--- src/rtl/wb_arbiter_pkg.sv ---
// wb_arbiter_pkg: shared register-file widths, zero-register constant and writeback entry record.
package wb_arbiter_pkg;
  localparam int WB_WIDTH      = 32;
  localparam int WB_ADDR_WIDTH = 5;
  localparam int ZERO_REG      = 0;
  typedef struct packed {
    logic                     valid;
    logic [WB_ADDR_WIDTH-1:0] rd;
    logic [WB_WIDTH-1:0]      data;
  } wb_entry_t;
endpackage

--- src/rtl/wb_fifo.sv ---
// wb_fifo: load-result FIFO whose entries can be squashed by destination register.
module wb_fifo #(
  parameter int WIDTH      = 32,
  parameter int ADDR_WIDTH = 5,
  parameter int DEPTH      = 4
) (
  input  logic                     clock,
  input  logic                     clear,
  input  logic                     i_push,
  input  logic [ADDR_WIDTH-1:0]    i_push_rd,
  input  logic [WIDTH-1:0]         i_push_data,
  input  logic                     i_pop,
  input  logic                     i_sq_en,
  input  logic [ADDR_WIDTH-1:0]    i_sq_rd,
  input  logic [ADDR_WIDTH-1:0]    i_query_addr,
  output logic                     o_head_valid,
  output logic [ADDR_WIDTH-1:0]    o_head_rd,
  output logic [WIDTH-1:0]         o_head_data,
  output logic [$clog2(DEPTH):0]   o_count,
  output logic                     o_query_match
);
  localparam int PW = $clog2(DEPTH);
  localparam int CW = PW + 1;
  logic [DEPTH-1:0]      r_valid;
  logic [ADDR_WIDTH-1:0] r_rd   [DEPTH];
  logic [WIDTH-1:0]      r_data [DEPTH];
  logic [PW-1:0]         r_wptr, r_rptr;
  logic [CW-1:0]         r_count;
  logic [DEPTH-1:0]      w_match;
  // Squash first, then pop/push: a same-cycle push is newer and keeps its valid bit.
  always_ff @(posedge clock or negedge clear) begin
    if (!clear) begin
      r_valid <= '0;
      r_wptr  <= '0;
      r_rptr  <= '0;
      r_count <= '0;
    end else begin
      for (int i = 0; i < DEPTH; i++)
        if (i_sq_en && r_rd[i] == i_sq_rd) r_valid[i] <= 1'b0;
      if (i_pop) begin
        r_valid[r_rptr] <= 1'b0;
        r_rptr          <= r_rptr + 1'b1;
      end
      if (i_push) begin
        r_valid[r_wptr] <= 1'b1;
        r_wptr          <= r_wptr + 1'b1;
      end
      r_count <= r_count + CW'(i_push) - CW'(i_pop);
    end
  end
  always_ff @(posedge clock) begin
    if (i_push) begin
      r_rd[r_wptr]   <= i_push_rd;
      r_data[r_wptr] <= i_push_data;
    end
  end
  always_comb begin
    w_match = '0;
    for (int i = 0; i < DEPTH; i++) w_match[i] = r_valid[i] && r_rd[i] == i_query_addr;
  end
  assign o_head_valid  = r_valid[r_rptr];
  assign o_head_rd     = r_rd[r_rptr];
  assign o_head_data   = r_data[r_rptr];
  assign o_count       = r_count;
  assign o_query_match = |w_match;
endmodule

--- src/rtl/wb_arbiter.sv ---
// wb_arbiter: merges ALU and load writebacks into one registered register-file write port.
module wb_arbiter
  import wb_arbiter_pkg::*;
#(
  parameter int WIDTH      = WB_WIDTH,
  parameter int ADDR_WIDTH = WB_ADDR_WIDTH,
  parameter int DEPTH      = 4
) (
  input  logic                   clock,
  input  logic                   clear,
  input  logic                   alu_valid,
  input  logic [ADDR_WIDTH-1:0]  alu_rd,
  input  logic [WIDTH-1:0]       alu_data,
  input  logic                   mem_valid,
  output logic                   mem_ready,
  input  logic [ADDR_WIDTH-1:0]  mem_rd,
  input  logic [WIDTH-1:0]       mem_data,
  input  logic [ADDR_WIDTH-1:0]  query_addr,
  output logic                   query_hit,
  output logic                   regWriteEnable,
  output logic [ADDR_WIDTH-1:0]  addrD,
  output logic [WIDTH-1:0]       dataD,
  output logic [$clog2(DEPTH):0] fifo_count
);
  localparam int CW = $clog2(DEPTH) + 1;
  localparam logic [ADDR_WIDTH-1:0] ZR = ADDR_WIDTH'(ZERO_REG);
  logic                  w_alu_issue, w_push, w_pop, w_fifo_issue, w_we;
  logic                  w_head_valid, w_fifo_hit;
  logic [ADDR_WIDTH-1:0] w_head_rd, w_addr;
  logic [WIDTH-1:0]      w_head_data, w_data;
  logic [CW-1:0]         w_count;
  logic                  r_we;
  logic [ADDR_WIDTH-1:0] r_addr;
  logic [WIDTH-1:0]      r_data;
  assign mem_ready    = (w_count < CW'(DEPTH)) && clear;
  assign w_push       = mem_valid && mem_ready && mem_rd != ZR;
  assign w_alu_issue  = alu_valid && alu_rd != ZR;
  assign w_pop        = !w_alu_issue && w_count != '0;
  assign w_fifo_issue = w_pop && w_head_valid;
  wb_fifo #(.WIDTH(WIDTH), .ADDR_WIDTH(ADDR_WIDTH), .DEPTH(DEPTH)) u_fifo (
    .clock        (clock),
    .clear        (clear),
    .i_push       (w_push),
    .i_push_rd    (mem_rd),
    .i_push_data  (mem_data),
    .i_pop        (w_pop),
    .i_sq_en      (w_alu_issue),
    .i_sq_rd      (alu_rd),
    .i_query_addr (query_addr),
    .o_head_valid (w_head_valid),
    .o_head_rd    (w_head_rd),
    .o_head_data  (w_head_data),
    .o_count      (w_count),
    .o_query_match(w_fifo_hit)
  );
  always_comb begin
    w_we   = w_alu_issue || w_fifo_issue;
    w_addr = w_alu_issue ? alu_rd : w_fifo_issue ? w_head_rd : '0;
    w_data = w_alu_issue ? alu_data : w_fifo_issue ? w_head_data : '0;
  end
  always_ff @(posedge clock or negedge clear) begin
    if (!clear) begin
      r_we   <= 1'b0;
      r_addr <= '0;
      r_data <= '0;
    end else begin
      r_we   <= w_we;
      r_addr <= w_addr;
      r_data <= w_data;
    end
  end
  assign query_hit = query_addr != ZR && (w_fifo_hit || (r_we && r_addr == query_addr) ||
                     (mem_valid && mem_ready && mem_rd == query_addr));
  assign regWriteEnable = r_we;
  assign addrD          = r_addr;
  assign dataD          = r_data;
  assign fifo_count     = w_count;
endmodule

--- config.mk ---
export PLATFORM = sky130hd
export DESIGN_NAME = wb_arbiter
export DESIGN_NICKNAME = d
export VERILOG_FILES = /design/src/rtl/wb_arbiter_pkg.sv /design/src/rtl/wb_fifo.sv /design/src/rtl/wb_arbiter.sv
export SDC_FILE = /design/constraint.sdc
export NUM_CORES = 1
export LEC_CHECK = 0
export BUFFER_PORTS_ARGS = -buffer_cell sky130_fd_sc_hd__buf_2
export CORE_MARGIN = 5
export CORE_UTILIZATION = 30
export CTS_CLUSTER_DIAMETER = 120
export DETAILED_ROUTE_END_ITERATION = 10
export GPL_TIMING_DRIVEN = 0
export PLACE_DENSITY = 0.5
export SLEW_MARGIN = 0
export SYNTH_ARGS = -nofsm -noshare
export SYNTH_HDL_FRONTEND = slang
export SYNTH_HIERARCHICAL = 1
export SYNTH_SLANG_ARGS = --single-unit
--- constraint.sdc ---
create_clock -name clock -period 6.8 [get_ports clock]
set_input_delay 1.36 -clock clock [delete_from_list [all_inputs] [get_ports clock]]
set_output_delay 1.36 -clock clock [all_outputs]
set_load 0.03 [all_outputs]
# After elaboration in Yosys (flattened, before gate mapping)
# Memories as Yosys holds them, arrays and structs flattened.
# Cells that the tools add are included.
dict set report classes {
  add_sub_neg 4
  multipliers 0
  n_div 0
  order_cmp 5
  n_eq_ne 10
  shifts 0
  n_mux 18
  bitwise 3
  reduce_logical 28
}
# cell count
set op_table {}
lappend op_table {{$mux W32} 2}
lappend op_table {{$eq A5 B5 Y1} 10}
lappend op_table {{$logic_and A1 B1 Y1} 19}
lappend op_table {{$reduce_bool A5 Y1} 3}
lappend op_table {{$mux W5} 2}
lappend op_table {{$mux W1} 9}
lappend op_table {{$mux W4} 2}
lappend op_table {{$lt A2 B3 Y1 const B} 2}
lappend op_table {{$add A2 B1 Y2 const B} 2}
lappend op_table {{$and A4 B4 Y4} 1}
lappend op_table {{$demux W1 S2} 2}
lappend op_table {{$ge A2 B1 Y1 const B} 2}
lappend op_table {{$not A4 Y4} 1}
lappend op_table {{$or A4 B4 Y4} 1}
lappend op_table {{$reduce_or A4 Y1} 1}
lappend op_table {{$add A3 B1 Y3} 1}
lappend op_table {{$logic_or A1 B1 Y1} 3}
lappend op_table {{$lt A3 B3 Y1 const B} 1}
lappend op_table {{$reduce_bool A3 Y1} 1}
lappend op_table {{$sub A3 B1 Y3} 1}
lappend op_table {{$bmux W1 S2} 1}
lappend op_table {{$logic_not A1 Y1} 1}
dict set report word_totals {
  reg_bits 49
  latch_bits 0
  ramBits 148
  mem_bits_ro 0
  in_bits 83
  output_inout_bits 43
  wordCells 77
  n_memories 2
}
# memory depth word_bits read_ports rd_ports_with_merged_regs write_ports line
set mem_list {}
lappend mem_list {u_fifo.r_data 4 32 1 0 1 wb_fifo.sv:26} ;# logic [WIDTH-1:0] r_data [DEPTH];
lappend mem_list {u_fifo.r_rd 4 5 5 0 1 wb_fifo.sv:25} ;# logic [ADDR_WIDTH-1:0] r_rd [DEPTH];

# Logic depth before layout (Yosys ltp)
# Gate-level depths: netlist of the first run.
dict set report depth {
  ltp_word 9
  mapped_depth 12
  depth_no_buf 11
}

# Modules after synthesis
# Netlist of the first run, hierarchy kept.
# mod n_inst cells_per_inst area_each_um2 seq_area_each_um2
set by_module_without_submodules {}
lappend by_module_without_submodules {wb_fifo 1 304 6404.9 4719.5}
lappend by_module_without_submodules {wb_arbiter 1 180 1662.8 950.9}

# Worst setup path after synthesis of the first run
# OpenSTA, ideal clock, no wires.
dict set report synth_path {
  kind {input to output}
  start {in query_addr[1]}
  end {out query_hit}
  arrival_ns 2.620
  required_time_ns 5.440
  setup_slack_ns 2.820
  path_stages 7
  path_buffers 1
  cell_sequence {buf_2 xor2_1 nor4_1 nand3_1 nand3_1 a21oi_1 a21oi_1}
}
dict set report synth_between {
  elab_chain_len 6
  word_cells_on_any_way 17
  cone_classes {6 x eq/ne; 11 x reduce/logical}
}
# element line
set synth_rtl {}
lappend synth_rtl {{from (decl)} wb_arbiter.sv:18} ;# input logic [ADDR_WIDTH-1:0] query_addr,
lappend synth_rtl {{$eq A5 B5 Y1} wb_fifo.sv:59} ;# for (int i = 0; i < DEPTH; i++) w_match[i] = r_valid[i] && r_rd[i] == i_query_addr;
lappend synth_rtl {{$logic_and A1 B1 Y1} wb_fifo.sv:59}
lappend synth_rtl {{$reduce_or A4 Y1 *} wb_fifo.sv:65} ;# assign o_query_match = |w_match;
lappend synth_rtl {{named net w_fifo_hit} wb_arbiter.sv:28} ;# logic w_head_valid, w_fifo_hit;
lappend synth_rtl {{$logic_or A1 B1 Y1 * (2 in series)} wb_arbiter.sv:72} ;# assign query_hit = query_addr != ZR && (w_fifo_hit || (r_we && r_addr == query_addr) ||
lappend synth_rtl {{$logic_and A1 B1 Y1 *} wb_arbiter.sv:72}
lappend synth_rtl {{to (decl)} wb_arbiter.sv:19} ;# output logic query_hit,
# The timed path passes the listed nets; every way through them passes the cells marked *.

# Final worst setup path of the first run
dict set report layout_path {
  start {in alu_rd[2]}
  end {reg u_fifo.r_count[2], in the netlist u_fifo/o_count[2]}
}
dict set report layout_between {
  elab_chain_len 5
}
# element line
set layout_rtl {}
lappend layout_rtl {{from (decl)} wb_arbiter.sv:12} ;# input logic [ADDR_WIDTH-1:0] alu_rd,
lappend layout_rtl {{$reduce_bool A5 Y1} wb_arbiter.sv:37} ;# assign w_alu_issue = alu_valid && alu_rd != ZR;
lappend layout_rtl {{$logic_and A1 B1 Y1} wb_arbiter.sv:37}
lappend layout_rtl {{named net w_alu_issue} wb_arbiter.sv:27} ;# logic w_alu_issue, w_push, w_pop, w_fifo_issue, w_we;
lappend layout_rtl {{$logic_not A1 Y1} wb_arbiter.sv:38} ;# assign w_pop = !w_alu_issue && w_count != '0;
lappend layout_rtl {{$logic_and A1 B1 Y1} wb_arbiter.sv:38}
lappend layout_rtl {{named net w_pop} wb_arbiter.sv:27}
lappend layout_rtl {{$sub A3 B1 Y3} wb_fifo.sv:48} ;# r_count <= r_count + CW'(i_push) - CW'(i_pop);
lappend layout_rtl {{to (signal assigned)} wb_fifo.sv:48}
lappend layout_rtl {{to (decl)} wb_fifo.sv:28} ;# logic [CW-1:0] r_count;
# The timed path passes the listed nets, and every way through them passes these cells.
# A chain may end at the register's enable or synchronous reset.

==> metrics.log, run 1 <==
[metrics] total setup violations reported at the end of the flow: 0
[metrics] share of post-route cells with drive strength above 1: 33.8%
[metrics] power density over cell area: 356 nW/um^2
[metrics] Placed Cells incl. Taps: 954
[metrics] area of the mapped netlist: 8070 um^2
[metrics] final count of hold timing violations: 0
[metrics] maximum VDD drop: 0.128 mV
[metrics] clock sink total: 197
[metrics] critical path start-end classification: input pin to flop
[metrics] number of synthesized flops with an enable pin: 148
[metrics] Iter 0 DRT Violations: 193
[metrics] HPWL after detailed placement: 12.9 mm
[metrics] max frequency: 229 MHz
[metrics] result of the run: finished, final reports clean
[metrics] number of warnings printed during yosys synthesis: 6
[metrics] Clk pin slew, worst setup/hold paths: 0.07 ns
[metrics] crit path launch type: input pin
[metrics] initial core utilization: 30.2%
[metrics] CTS Buf Count: 17
[metrics] total setup buffers inserted after CTS: 0
[metrics] unrepaired setup endpoints after global routing: false
[metrics] Resize count post-CTS: 0
[metrics] Total Routed Length: 18.8 mm
[metrics] cts-stage hold buffer count: 0
[metrics] synthesized-area fraction occupied by and/or/nand/nor cells: 7.79%
[metrics] arrival time at the worst endpoint: 4.72 ns
[metrics] Post-Synth XOR/XNOR Area: 5.86%
[metrics] # nets final: 726
[metrics] Worst setup EP type: flop
[metrics] Multi-input gate area: 2240 um^2
[metrics] Crit path required time: 7.15 ns
[metrics] switching component of the power: 1.11 mW
[metrics] type of the tightest min-delay check: flop to flop
[metrics] I/O pins: 126
[metrics] most frequently used flop master after synthesis: sky130_fd_sc_hd__edfxtp_1
[metrics] part of the total power dissipated in the clock network: 27.6%
[metrics] final cell count without fillers: 987
[metrics] MaxCap Viol Count: 0
[metrics] synthesized-area fraction occupied by ao, oa, aoi and oai cells: 1.71%
[metrics] TritonCTS clock tree: done
[metrics] area of the core: 26,700 um^2
[metrics] number of nets produced by synthesis: 578
[metrics] Reg power frac: 43.5%
[metrics] count of input and output buffers: 125
[metrics] Die W: 174 um
[metrics] mean cell area of the mapped netlist: 16.7 um^2
[metrics] largest net degree at the start of global routing: 52
[metrics] share of synthesized flip-flops with an asynchronous set or reset: 24.9%
[metrics] count of buffer and inverter cells on the critical path: 5
[metrics] worst-case headroom to the max-slew limit: 50.4%
[metrics] Netlist cell types: 31
[metrics] DIE AREA: 30,300 um^2
[metrics] area share of fa/ha/maj cells after synthesis: 1.80%
[metrics] H-tree levels: 4
[metrics] average routed wire per standard cell: 19.1 um
[metrics] area of all sequential standard cells: 5670 um^2
[metrics] root buf cell: sky130_fd_sc_hd__clkbuf_16
[metrics] maximum fanout along the worst path: 13
[metrics] detail-routed via count per cell: 4.63
[metrics] Total Neg Setup Slack: 0 ns
[metrics] share of the cycle needed by the critical path after routing: 64.2%
[metrics] largest family of logic cells by synthesized area: multiplexers
[metrics] leakage dissipation: 3.80 nW
[metrics] y dimension of the die: 174 um
[metrics] clock latency on the worst-skew pair: 0.43 ns
[metrics] actual slew at the worst max-slew pin: 0.744 ns
[metrics] global-route wire length before repair: 29.9 mm
[metrics] worst clock skew: 0.0145 ns
[metrics] gr usage total: 13.0%
[metrics] initial antenna violation count: 5
[metrics] Clock Tree Buf Depth: 2
[metrics] number of synthesized register bits: 197
[metrics] via count: 4,566
[metrics] biggest cell delay along the critical path: 0.61 ns
[metrics] Row Count: 60
[metrics] mux share of post-synthesis cell area: 10.6%
[metrics] Filler Cells Inserted: 2,541
[metrics] power share of the combinational group: 28.9%
[metrics] internal portion of total power: 2.37 mW
[metrics] Antenna Nets Post-Route: 0
[metrics] slowest cell on the critical path: sky130_fd_sc_hd__o41ai_4
[metrics] Congestion Overflow GR: 0
[metrics] post-synthesis to final-layout area growth: 21.2%
[metrics] routability cong.: 0.789
[metrics] synthesized instance count: 484
[metrics] switching share of total power: 31.9%
[metrics] chain of cells forming the critical path: buf_2, or2_0, o41ai_4, inv_2, buf_2, nor2_1, ha_1, inv_1, ha_1, inv_1, fa_1, xnor2_1, xnor2_1
[metrics] max-slew violation count: 0
[metrics] length of the first detailed-routing pass in iterations: 4
[metrics] final critical delay including setup and external delays: 4.37 ns
[metrics] vias in the first global route: 5,074
[metrics] share of synthesized area occupied by flip-flops and latches: 70.3%
[metrics] DRC violations left: 0
[metrics] category of cells accounting for the largest share of critical-path delay: adder cells
-- synthesized netlist by cell type, types with 3 or more instances --
library cell               number  share of area (%)
sky130_fd_sc_hd__buf_6          4               0.56
sky130_fd_sc_hd__ha_1          10                1.6
sky130_fd_sc_hd__xnor2_1       11                1.2
sky130_fd_sc_hd__and2_1         5               0.39
sky130_fd_sc_hd__clkbuf_1       7               0.33
sky130_fd_sc_hd__dfrtp_1       49                 15
sky130_fd_sc_hd__a21oi_1        3               0.19
sky130_fd_sc_hd__edfxtp_1     148                 55
sky130_fd_sc_hd__a22o_1         5               0.54
sky130_fd_sc_hd__mux4_2        38                 11
sky130_fd_sc_hd__buf_2          9               0.56
sky130_fd_sc_hd__nor2_1         4               0.19
sky130_fd_sc_hd__xor2_1        43                4.7
sky130_fd_sc_hd__nor4_1        10               0.78
sky130_fd_sc_hd__inv_1          8               0.37
sky130_fd_sc_hd__nand2_1       70                3.3
sky130_fd_sc_hd__nand3_1       40                2.5
sky130_fd_sc_hd__a31o_1         4               0.43
-- registers in the layout, indices dropped and copies added, names as in the netlist --
name / cells
addrD: 5
u_fifo/r_data: 128
u_fifo/r_rptr: 2
u_fifo/r_wptr: 2
u_fifo/r_valid: 4
regWriteEnable: 1
dataD: 32
u_fifo/o_count: 3
u_fifo/r_rd: 20
-- worst paths after layout --
check                                   from                 to  slack, ns  cells past startpoint
min                        u_fifo/r_valid[2]  u_fifo/r_valid[2]       0.53                      1
max in group asynchronous              clear          dataD[16]       5.31                      1
max reg2reg                 u_fifo/r_rptr[0]          dataD[18]       4.28                      8
max                                alu_rd[2]  u_fifo/o_count[2]       2.43                     13
min reg2reg                u_fifo/r_valid[2]  u_fifo/r_valid[2]       0.53                      1
min in group asynchronous              clear           addrD[1]       1.00                      1
-- routing by layer --
layer	track usage, %	part of all wire [%]	up-vias
met5	0	0.27	-
met4	3.46	1.3	8
met3	3.83	5.6	31
met2	21.7	50	107
met1	16.8	43	2317
li1	-	-	2103
-- layout make-up --
class                           count  area share, %
Sequential cell                   197           58.0
Multi-Input combinational cell    257           23.0
Timing Repair Buffer              129           7.24
Clock buffer                       20           4.67
Tap cell                          341           4.36
Buffer                             21           1.27
Clock inverter                     12           1.13
Inverter                            9          0.346
Antenna cell                        1         0.0256
-- per-stage QoR --
stage                     power [mW]  hold WS (ns)  instance area [um^2]  util, %  setup slack [ns]
after floorplan                 2.25         0.482                  8070        -              2.82
after CTS                       3.55         0.531                  9770     36.6              2.02
after detailed placement        2.58         0.519                  9210     34.4              1.90
after global placement          2.55         0.507                  9120     34.1              1.29
final                           3.48         0.532                  9780     36.6              2.43
after global routing            3.69         0.558                  9780     36.6              2.07
-- cells by family (layout without fill, tap and decap cells) --
kind of cell | count (synthesis) | in the layout
adders and majority gates | 11 | 11
AOI/OAI and AO/OA | 16 | 16
and+or+nand+nor | 138 | 138
other | 0 | 1
buffers and inverters | 30 | 191
DFF | 197 | 197
muxes | 38 | 38
xor gates and xnor gates | 54 | 54
-- power groups by stage --
stage,combinational [mW],sequential [mW],clock [mW]
4_1_cts,1.04,1.52,0.995
2_1_floorplan,0.584,1.66,0
3_5_place_dp,1.03,1.54,0
3_3_place_gp,1.01,1.54,0
5_1_grt,1.11,1.53,1.05
6_report,1.00,1.51,0.962
-- layout by cell type (no fill, tap or decap), types with 2 or more instances in the layout --
cell type                    count
sky130_fd_sc_hd__inv_1           8
sky130_fd_sc_hd__nand3_1        40
sky130_fd_sc_hd__nor3_1          2
sky130_fd_sc_hd__mux4_2         38
sky130_fd_sc_hd__a22o_1          5
sky130_fd_sc_hd__inv_6           3
sky130_fd_sc_hd__xnor2_1        11
sky130_fd_sc_hd__clkbuf_16      17
sky130_fd_sc_hd__a21oi_1         3
sky130_fd_sc_hd__clkinvlp_4      4
sky130_fd_sc_hd__nor2_1          4
sky130_fd_sc_hd__buf_2         133
sky130_fd_sc_hd__xor2_1         43
sky130_fd_sc_hd__clkbuf_8        2
sky130_fd_sc_hd__dfrtp_1        49
sky130_fd_sc_hd__a31o_1          4
sky130_fd_sc_hd__and2_2          4
sky130_fd_sc_hd__edfxtp_1      148
sky130_fd_sc_hd__ha_1           10
sky130_fd_sc_hd__o21ai_0         2
sky130_fd_sc_hd__clkbuf_1        8
sky130_fd_sc_hd__buf_6           4
sky130_fd_sc_hd__inv_8           4
sky130_fd_sc_hd__nor4_1         10
sky130_fd_sc_hd__nand2_1        70
sky130_fd_sc_hd__buf_12          4
sky130_fd_sc_hd__nor2b_1         2
sky130_fd_sc_hd__buf_4           2
Note: power is estimated with default switching activity, not from simulation.
==> run 2, diff against run 1 <==
==> constraint.sdc (replaced) <==
create_clock -name clock -period 4.1 [get_ports clock]
set_input_delay 0.82 -clock clock [delete_from_list [all_inputs] [get_ports clock]]
set_output_delay 0.82 -clock clock [all_outputs]
set_load 0.03 [all_outputs]
==> run 2 against run 1 <==
  * Critical path depth is 1 higher
  * Largest cell class unchanged
  * Via count rose by 0.70%
  * Utilization up 0.084 points
  * Combinational power grew 67%
  * Clock-buffer cell count stayed put
  * Non-clock buffer count up 3
  * Highest routed layer unchanged
  * Power increased by 66%
  * Sequential share of layout area is 0.13 points lower
  * Final cell count grew 0.30%
  * Die area unchanged
==> metrics.log, run 2 (synthesized netlist as in run 1, its figures left out) <==
[metrics] count of buffer and inverter cells on the critical path: 6 (+1)
[metrics] worst setup slack after placement: -0.263 ns (-2.16 ns)
[metrics] chain of cells forming the critical path: buf_2, or2_0, o41ai_4, buf_4, inv_2, buf_2, nor2_1, ha_1, inv_1, ha_1, inv_1, fa_1, xnor2_1, xnor2_1
[metrics] Antenna Nets Post-Route: 0 (unchanged)
[metrics] slowest cell on the critical path: sky130_fd_sc_hd__nor2_1
[metrics] HPWL after detailed placement: 12.9 mm (unchanged)
[metrics] biggest cell delay along the critical path: 0.47 ns (-0.14 ns)
[metrics] total setup violations reported at the end of the flow: 0 (unchanged)
[metrics] post-route worst setup slack: 0.608 ns (-1.82 ns)
[metrics] category of cells accounting for the largest share of critical-path delay: adder cells
[metrics] DIE AREA: 30,300 um^2 (unchanged)
[metrics] post-synthesis to final-layout area growth: 21.5%
[metrics] Crit path required time: 4.45 ns (-2.70 ns)
[metrics] leakage dissipation: 3.82 nW (+0.39%)
[metrics] Die W: 174 um (unchanged)
[metrics] worst clock skew: 0.0145 ns (+0.0000686 ns)
[metrics] Worst setup EP type: flop
[metrics] length in cells of the worst reg-to-reg path: 8 (unchanged)
[metrics] MaxCap Viol Count: 0 (unchanged)
[metrics] DRC violations left: 0 (unchanged)
[metrics] largest net degree at the start of global routing: 52 (unchanged)
[metrics] leading cell types in the layout, fill and taps excluded: 148 x sky130_fd_sc_hd__edfxtp_1, 133 x sky130_fd_sc_hd__buf_2, 70 x sky130_fd_sc_hd__nand2_1
[metrics] internal portion of total power: 3.93 mW (+66%)
[metrics] maximum VDD drop: 0.213 mV (+66%)
[metrics] Clk pin slew, worst setup/hold paths: 0.07 ns (about the same)
[metrics] hold slack: 0.456 ns (-0.0759 ns)
[metrics] # nets final: 729 (+0.41%)
[metrics] worst reg2reg startpoint: u_fifo/r_rptr[0]
[metrics] y dimension of the die: 174 um (unchanged)
[metrics] arrival time at the worst endpoint: 3.84 ns (-0.88 ns)
[metrics] final count of hold timing violations: 0 (unchanged)
[metrics] global-route wire length before repair: 29.9 mm (unchanged)
[metrics] Filler Cells Inserted: 2,543 (+0.079%)
[metrics] leading cell type in the layout, fill and taps excluded: sky130_fd_sc_hd__edfxtp_1
[metrics] post-layout util: 36.7% (+0.084 points)
[metrics] Resize count post-CTS: 0 (unchanged)
[metrics] Reg power frac: 43.5% (about the same)
[metrics] part of the total power dissipated in the clock network: 27.6% (about the same)
[metrics] I/O pins: 126 (unchanged)
[metrics] Clock Tree Buf Depth: 2 (unchanged)
[metrics] Placed Cells incl. Taps: 954 (unchanged)
[metrics] max frequency: 286 MHz
[metrics] maximum fanout along the worst path: 13 (unchanged)
[metrics] worst-case headroom to the max-slew limit: 50.2% (-0.17 points)
[metrics] unrepaired setup endpoints after global routing: false
[metrics] gr usage total: 13.0% (unchanged)
[metrics] RR Endpoint: dataD[18]
[metrics] count of input and output buffers: 125 (unchanged)
[metrics] Total Routed Length: 18.9 mm (+0.28%)
[metrics] final critical delay including setup and external delays: 3.49 ns
[metrics] critical path start-end classification: input pin to flop
[metrics] max-slew violation count: 0 (unchanged)
[metrics] via count: 4,598 (+0.70%)
[metrics] crit path launch type: input pin
[metrics] number of flip-flops under the largest register name: 128 (unchanged)
[metrics] clock latency on the worst-skew pair: 0.44 ns (about the same)
[metrics] share of the cycle needed by the critical path after routing: 85.2%
[metrics] power share of the combinational group: 28.9% (about the same)
[metrics] H-tree levels: 4 (unchanged)
[metrics] routability cong.: 0.789 (unchanged)
[metrics] cts-stage hold buffer count: 0 (unchanged)
[metrics] stages on the worst setup path: 14 (+1)
[metrics] CTS Buf Count: 17 (unchanged)
[metrics] met3 wire length: 934 um (-12%)
[metrics] initial antenna violation count: 5 (unchanged)
[metrics] r2r setup slk: 1.59 ns (-2.69 ns)
[metrics] met1 WL: 8.23 mm (+1.4%)
[metrics] Congestion Overflow GR: 0 (unchanged)
[metrics] type of the tightest min-delay check: input pin to async pin
[metrics] vias in the first global route: 5,074 (unchanged)
[metrics] area of the core: 26,700 um^2 (unchanged)
[metrics] average routed wire per standard cell: 19.1 um (about the same)
[metrics] share of post-route cells with drive strength above 1: 34.1% (+0.31 points)
[metrics] register containing the most flip-flops in the final layout: u_fifo/r_data
[metrics] switching share of total power: 31.9% (about the same)
[metrics] length of the first detailed-routing pass in iterations: 4 (unchanged)
[metrics] root buf cell: sky130_fd_sc_hd__clkbuf_16
[metrics] actual slew at the worst max-slew pin: 0.747 ns (+0.00262 ns)
[metrics] detail-routed via count per cell: 4.64 (+0.40%)
[metrics] switching component of the power: 1.84 mW (+66%)
[metrics] highest metal used: met5
[metrics] result of the run: finished, final reports clean
[metrics] total setup buffers inserted after CTS: 0 (unchanged)
[metrics] final cell count without fillers: 990 (+0.30%)
[metrics] metal2 WL: 9.41 mm (+0.68%)
[metrics] clock sink total: 197 (unchanged)
[metrics] Row Count: 60 (unchanged)
[metrics] Iter 0 DRT Violations: 214 (+11%)
[metrics] power density over cell area: 589 nW/um^2 (+66%)
[metrics] initial core utilization: 30.2% (unchanged)
[metrics] TritonCTS clock tree: done
[run 2: changes by cell type in the layout (fill, tap and decap cells not counted)]
cell / delta
sky130_fd_sc_hd__buf_4: +3
[run 2: layout make-up]
class | instances | area (um^2) | area share [%]
clock buffers | 20 | 457 | 4.66
well taps | 341 | 427 | 4.35
repair buffers | 132 | 731 | 7.46
inverters | 9 | 33.8 | 0.345
flip-flops and latches | 197 | 5670 | 57.9
multi-input cells | 257 | 2240 | 22.9
diodes | 1 | 2.50 | 0.0255
clock inverters | 12 | 110 | 1.12
plain buffers | 21 | 124 | 1.26
[run 2: worst max-delay path by stage]
| stage | endpoint | slack, ns | from |
|---|---|---|---|
| 2_1_floorplan | u_fifo/o_count[2] | 0.75 | alu_rd[2] |
| 3_3_place_gp | u_fifo/r_data[0][9] | -0.87 | clear |
| 3_5_place_dp | u_fifo/o_count[2] | -0.26 | alu_rd[2] |
| 4_1_cts | u_fifo/o_count[2] | 0.18 | alu_rd[2] |
| 5_1_grt | u_fifo/o_count[2] | 0.38 | alu_rd[2] |
| 6_report | u_fifo/o_count[2] | 0.61 | alu_rd[2] |
[run 2: metrics by stage]
step / total power [mW] / setup TNS (ns) / area [um^2]
after floorplan: 3.72 / 0 / 8070
after global placement: 4.23 / -130.30 / 9120
after detailed placement: 4.27 / -0.358 / 9210
after CTS: 5.89 / 0 / 9770
after global routing: 6.12 / 0 / 9800
final: 5.77 / 0 / 9800
[run 2: power by group through the flow]
stage	combinational, mW	clock [mW]	sequential [mW]
2_1_floorplan	0.969	0	2.75
3_3_place_gp	1.67	0	2.56
3_5_place_dp	1.72	0	2.56
4_1_cts	1.72	1.65	2.52
5_1_grt	1.84	1.74	2.54
6_report	1.67	1.60	2.51
[run 2: metal layers]
metal	vias up	track usage, %
li1	2108	-
met1	2354	16.8
met2	98	21.7
met3	30	3.83
met4	8	3.46
met5	-	0
